<file path="src/rtl/instruction_loader.sv">
// Byte-serial loader for the CPU instruction memory.
// It takes a framed stream over a valid/ready handshake. The frame is a count byte, then
// little-endian 32-bit words, then an XOR checksum byte. Each assembled word is written to
// memory with a one-cycle strobe. The CPU is held in reset until a frame with a good
// checksum has been fully loaded.
module instruction_loader #(
  parameter int unsigned NUM_WORDS     = 16,
  parameter int unsigned ADDRESS_WIDTH = 4
) (
  input  logic                     clock,
  input  logic                     reset,
  input  logic                     start,
  input  logic [7:0]               byte_in,
  input  logic                     byte_valid,
  output logic                     byte_ready,
  output logic                     write_enable,
  output logic [ADDRESS_WIDTH-1:0] write_address,
  output logic [31:0]              write_data,
  output logic                     cpu_hold,
  output logic                     done,
  output logic                     error
);

  typedef enum logic [2:0] {
    StIdle,
    StHeader,
    StData,
    StWrite,
    StCheck,
    StRun,
    StError
  } state_e;

  localparam logic [7:0] MaxCount = 8'(NUM_WORDS);

  state_e                   state_q, state_d;
  logic [7:0]               count_q, count_d;
  logic [7:0]               checksum_q, checksum_d;
  logic [1:0]               idx_q, idx_d;
  logic [ADDRESS_WIDTH-1:0] word_q, word_d;
  logic [31:0]              data_q, data_d;

  logic xfer;
  logic last_word;
  logic start_ok;

  assign xfer      = byte_valid && byte_ready;
  // True in WRITE when this word is the last one of the frame. The word index is then held,
  // so it never reaches count and the address never wraps.
  assign last_word = (8'(word_q) + 8'd1) == count_q;
  assign start_ok  = start && (state_q == StIdle || state_q == StRun || state_q == StError);

  // State and datapath registers, asynchronously cleared
  always_ff @(posedge clock or posedge reset) begin
    if (reset) begin
      state_q    <= StIdle;
      count_q    <= 8'd0;
      checksum_q <= 8'd0;
      idx_q      <= 2'd0;
      word_q     <= '0;
      data_q     <= 32'd0;
    end else begin
      state_q    <= state_d;
      count_q    <= count_d;
      checksum_q <= checksum_d;
      idx_q      <= idx_d;
      word_q     <= word_d;
      data_q     <= data_d;
    end
  end

  // Next-state logic
  always_comb begin
    state_d = state_q;
    case (state_q)
      StIdle, StRun, StError: begin
        if (start) state_d = StHeader;
      end
      StHeader: begin
        if (xfer) begin
          if (byte_in == 8'd0 || byte_in > MaxCount) state_d = StError;
          else                                       state_d = StData;
        end
      end
      StData: begin
        if (xfer && idx_q == 2'd3) state_d = StWrite;
      end
      StWrite: begin
        state_d = last_word ? StCheck : StData;
      end
      StCheck: begin
        if (xfer) state_d = (byte_in == checksum_q) ? StRun : StError;
      end
      default: state_d = StIdle;
    endcase
  end

  // Datapath next values: header capture, byte assembly, checksum and word index
  always_comb begin
    count_d    = count_q;
    checksum_d = checksum_q;
    idx_d      = idx_q;
    word_d     = word_q;
    data_d     = data_q;
    if (start_ok) begin
      checksum_d = 8'd0;
      idx_d      = 2'd0;
      word_d     = '0;
    end
    case (state_q)
      StHeader: begin
        if (xfer) begin
          count_d    = byte_in;
          checksum_d = byte_in;
        end
      end
      StData: begin
        if (xfer) begin
          data_d[{idx_q, 3'b000} +: 8] = byte_in;
          checksum_d                   = checksum_q ^ byte_in;
          idx_d                        = idx_q + 2'd1;
        end
      end
      StWrite: begin
        if (!last_word) word_d = word_q + 1'b1;
      end
      default: ;
    endcase
  end

  // Outputs decoded from registered state only
  always_comb begin
    byte_ready    = (state_q == StHeader) || (state_q == StData) || (state_q == StCheck);
    write_enable  = (state_q == StWrite);
    write_address = word_q;
    write_data    = data_q;
    cpu_hold      = (state_q != StRun);
    done          = (state_q == StRun);
    error         = (state_q == StError);
  end

endmodule

</file>
<file path="config.mk">
export PLATFORM = sky130hd
export DESIGN_NAME = instruction_loader
export DESIGN_NICKNAME = d
export VERILOG_FILES = /design/src/rtl/instruction_loader.sv
export SDC_FILE = /design/constraint.sdc
export NUM_CORES = 1
export LEC_CHECK = 0
export CORE_MARGIN = 5
export CORE_UTILIZATION = 63
export DETAILED_ROUTE_END_ITERATION = 10
export DONT_BUFFER_PORTS = 1
export PLACE_DENSITY = 0.82
export SYNTH_ARGS = -nofsm -noshare
export SYNTH_HDL_FRONTEND = slang
export SYNTH_SLANG_ARGS = --single-unit
</file>
<file path="constraint.sdc">
create_clock -name clock -period 2.9 [get_ports clock]
set_input_delay 0.58 -clock clock [delete_from_list [all_inputs] [get_ports clock]]
set_output_delay 0.58 -clock clock [all_outputs]
set_load 0.02 [all_outputs]
</file>
---- After elaboration in Yosys (flattened, before gate mapping) ----
Cells that the tools add are included.
cells by class
  $add $sub $neg .......................... 4
  order comparisons ....................... 1
  equality and inequality tests ........... 14
  shift operators ......................... 2
  mux-type cells .......................... 19
  bitwise operators ....................... 1
  reductions and logical operators ........ 14
operators with widths
  operator                                              count
  bitwise mux 32 bit                                    1
  variable shift 8 x 7 -> 32 bit, first input constant  1
  indexed part select 8 x 7 -> 32 bit                   1
  two-way mux 8 bit                                     3
  two-way mux 3 bit                                     6
  one-hot mux 8 bit (2 select lines)                    1
  one-hot mux 3 bit (5 select lines)                    1
  two-way mux 4 bit                                     3
  == test 3 bit, second input constant                  3
  == test 5 x 8 -> 1 bit                                1
  == test 8 bit                                         1
  > comparator 8 x 5 -> 1 bit, second input constant    1
  logical NOT 8 bit                                     1
  two-way mux 2 bit                                     4
  != test 2 bit, second input constant                  4
  XOR 8 bit                                             1
  negator 5 -> 7 bit                                    1
  == test 3 x 2 -> 1 bit, second input constant         2
  adder 4 x 1 -> 5 bit, second input constant           1
  logical OR 1 bit                                      5
  adder 4 x 1 -> 4 bit, second input constant           1
  AND reduction 2 bit                                   2
  AND reduction 4 bit                                   1
  == test 3 x 1 -> 1 bit, second input constant         1
  6 further kinds                                       8
storage, ports and cells
  bits in registers ....................... 57
  output and inout port bits .............. 41
  logic and storage cells ................. 61

---- Longest topological paths before layout ----
  word-level depth ........................ 7
  gate-level depth with buffers ........... 7

---- Worst setup path after synthesis ----
OpenSTA, ideal clock, no wires.
  path type ............................... reg2reg
  start ................................... register word_q[0] (netlist: write_address[0])
  end ..................................... register word_q[3] (netlist: write_address[3])
  arrival time ............................ 2197 ps
  required time ........................... 2769 ps
  path slack .............................. 572 ps
  stages on the path, launching flop included .. 7
  buffers on the path ..................... 0
  clock period less this slack ............ 2328 ps
  cell sequence ........................... dfrtp_1 > ha_1 > xor2_1 > or4_4 > a2111oi_4 > nor2_1 > or3_1
on the way
  longest elaborated chain between the ends .. 4
  elaborated cells between the ends (all ways) .. 5
  classes of those cells .................. add/sub (2); eq/ne (1); mux (2)
RTL lines
  item                    RTL line  text
  from (decl)             40        logic [ADDRESS_WIDTH-1:0] word_q, word_d;
  from (signal assigned)  67        word_q <= word_d;
  adder 4 x 1 -> 5 bit    50        assign last_word = (8'(word_q) + 8'd1) == count_q;
  == test 5 x 8 -> 1 bit  50
  two-way mux 4 bit (*)   125       if (!last_word) word_d = word_q + 1'b1;
  two-way mux 4 bit (*)   110       case (state_q)
  named net word_d[3]     40
Mark *: on every way through the listed nets, which the timed path passes. The rest lies on a longest branch.
A chain may end at the register's enable or synchronous reset.

---- Final worst setup path ----
Ends and elaborated chain as after synthesis.

==> flow_summary.json <==
{
  "status": "finished clean",
  "antennaDiodeCount": 0,
  "post-route-min-period_ns": 2.516,
  "root_buffer": "clkbuf_8",
  "slew_headroom": 0.4937,
  "vdd_ir_drop_max_uv": 584.7,
  "finalNetCount": 342,
  "viasPerCell": 5.885,
  "rsz0062_at_grt": "no",
  "synth_cell_types": 42,
  "die_area_um2": 6083,
  "clk_pin_slew_ns": 0.07,
  "finalSetupViolCount": 0,
  "antenna_found_initial": 0,
  "start_util": 0.6599,
  "use_met2": 0.3456,
  "drt_first_pass_iters": 4,
  "max_freq_mhz": 397.5,
  "first_global_vias": 2192,
  "drv_slew": 0,
  "dp_cells": 365,
  "maxCapViolations": 0,
  "syn_area_um2": 2913,
  "ys_async_sr_fraction": 1.000,
  "pin_count": 53,
  "drcViolationCount": 0,
  "grt-ovfl-total": 0,
  "cts_resized": 0,
  "ff2ff_setup_slack_ns": 0.38,
  "worstSetupPathType": "flop to flop",
  "ant_nets": 0,
  "yosys_most_used_dff": "dfrtp_1",
  "yosysSeqAreaShare": 0.4897,
  "met3_usage": 0.08681,
  "htreeDepth": 3,
  "clk_path_buf_depth": 2,
  "postCtsSetupRepairBufs": 0,
  "worstMarginPinSlew_ns": 0.7536,
  "cp.arrival_ns": 2.73,
  "grt_max_degree": 32,
  "synth_seq_cells": 57,
  "synth_enable_flop_cells": 0,
  "start_kind": "flop",
  "cts_tree": "done",
  "final_util": 0.7132,
  "hold_class": "input port to asynchronous set/reset pin",
  "clock_skew_ns": 0.007021,
  "clock_sinks": 57,
  "hold_viol": 0,
  "synthesis.nets": 346,
  "rows": 24,
  "fin_setup_tns_ns": 0,
  "port-buffer-count": 0,
  "use_met1": 0.3100,
  "holdBufCountCts": 0,
  "routed_wl_um": 6524,
  "yosys.area.top_type": "dfrtp_1",
  "synth.most_common_cell": "nand2_1",
  "vias": 2242,
  "required_ns": 3.12,
  "area_delta_synth_final_pct": 8.076,
  "synthTopCellsByCount": "nand2_1 (95), dfrtp_1 (57), o21ai_0 (49)",
  "yosysWarnings": 0,
  "hpwl_um": 4420,
  "layout-drive-gt1-share": 0.1033,
  "fin_crit_sh": 0.8675,
  "synth_area_leaders": "dfrtp_1 (49%), nand2_1 (12%), o21ai_0 (8.4%), mux2_2 (3.5%), xor2_1 (2.7%)",
  "grt_pass1_wl_um": 10980,
  "clock_latency_ns": 0.34,
  "fp.dieW_um": 78.00,
  "numCtsBuffers": 9,
  "drt-initial-drc-count": 202,
  "routabilityCongestion": 0.8472,
  "grt-busiest-layer": "met2",
  "routedWlPerCell_um": 17.12,
  "synthCells": 328,
  "cellPowerDensity_nw_per_um2": 1142,
  "p_leak_nw": 1.380,
  "core_um2": 4414,
  "stdcell_count": 381,
  "yosys.area.top_type_share": 0.4897,
  "synth.avg_cell_area_um2": 8.880,
  "die_y_um": 78.00,
  "crit_fanout": 8,
  "cp-end-kind": "flop",
  "grt_usage": 0.2285
}
## logic make-up after synthesis
| family | share of synthesized area |
|---|---|
| adders and majority gates | 0.02577 |
| and+or+nand+nor | 0.2156 |
| buffers and inverters | 0.03780 |
| AOI/OAI and AO/OA | 0.1443 |
| xor gates and xnor gates | 0.04510 |
| muxes | 0.04167 |
| DFF | 0.4897 |
## layout make-up
class                   instances  area, µm²
fillers                       354       1266
flip-flops and latches         57       1426
clock inverters                 5      55.05
clock buffers                  11      141.4
inverters                       9      33.78
multi-input cells             242       1376
repair buffers                  5      50.05
well taps                      52      65.06
## cells in the final DEF, fill, tap and decap left out, types with 3 or more instances in the layout
| cell type | synthesis | routed |
|---|---|---|
| o21ai_0 | 49 | 49 |
| xnor2_1 | 6 | 6 |
| ha_1 | 6 | 6 |
| nand3_1 | 13 | 13 |
| nor2b_1 | 4 | 4 |
| nor3b_1 | 4 | 4 |
| nand2_1 | 95 | 95 |
| dfrtp_1 | 57 | 57 |
| nor2_1 | 6 | 6 |
| a21oi_1 | 3 | 3 |
| mux2_2 | 9 | 9 |
| clkbuf_8 | 0 | 10 |
| buf_4 | 0 | 4 |
| nand2b_1 | 5 | 5 |
| nor4_1 | 3 | 3 |
| xor2_1 | 9 | 9 |
| inv_1 | 9 | 8 |
## flip-flops by register name (all words and copies together), names as in the netlist
name,count
idx_q,2
write_data,32
write_address,4
state_q,3
checksum_q,8
count_q,8
## final timing paths
| kind | start | to | depth (start not counted) |
|---|---|---|---|
| max | write_address[0] | write_address[3] | 6 |
| min | reset | write_data[4] | 1 |
| max reg2reg | write_address[0] | write_address[3] | 6 |
| min reg2reg | count_q[7] | count_q[7] | 1 |
| max in group asynchronous | reset | state_q[1] | 2 |
| min in group clock | byte_in[2] | checksum_q[2] | 2 |
## critical path, cell delays in order (launching register included)
cell and delay, ns:
dfrtp_1 0.51, ha_1 0.38, xor2_1 0.17, or4_4 0.43
a2111oi_4 0.43, nor4_1 0.11, or3_1 0.36
## layer usage
metal | vias to the layer above | wire, µm
li1 | 1095 | -
met1 | 1059 | 2930
met2 | 80 | 2982
met3 | 8 | 524
met4 | 0 | 87
met5 | - | 0
## stage by stage
step | power [mW] | setup slack, ns | area [µm²] | hold slack [ns]
6_report | 3.596 | 0.3843 | 3148 | 0.1817
5_1_grt | 3.877 | 0.2223 | 3148 | 0.2210
4_1_cts | 3.613 | 0.3959 | 3148 | 0.1934
3_5_place_dp | 2.864 | 0.4106 | 2952 | 0.5121
3_3_place_gp | 2.793 | 0.4652 | 2952 | 0.5011
2_1_floorplan | 2.578 | 0.5715 | 2913 | 0.4804
## where the power goes
part / leakage [nW] / internal [mW] / switching, mW / total (mW)
combinational: 0.537 / 0.487 / 0.677 / 1.16
sequential: 0.747 / 1.13 / 0.563 / 1.69
clock: 0.0953 / 0.417 / 0.327 / 0.744
Note: power is estimated with default switching activity, not from simulation.
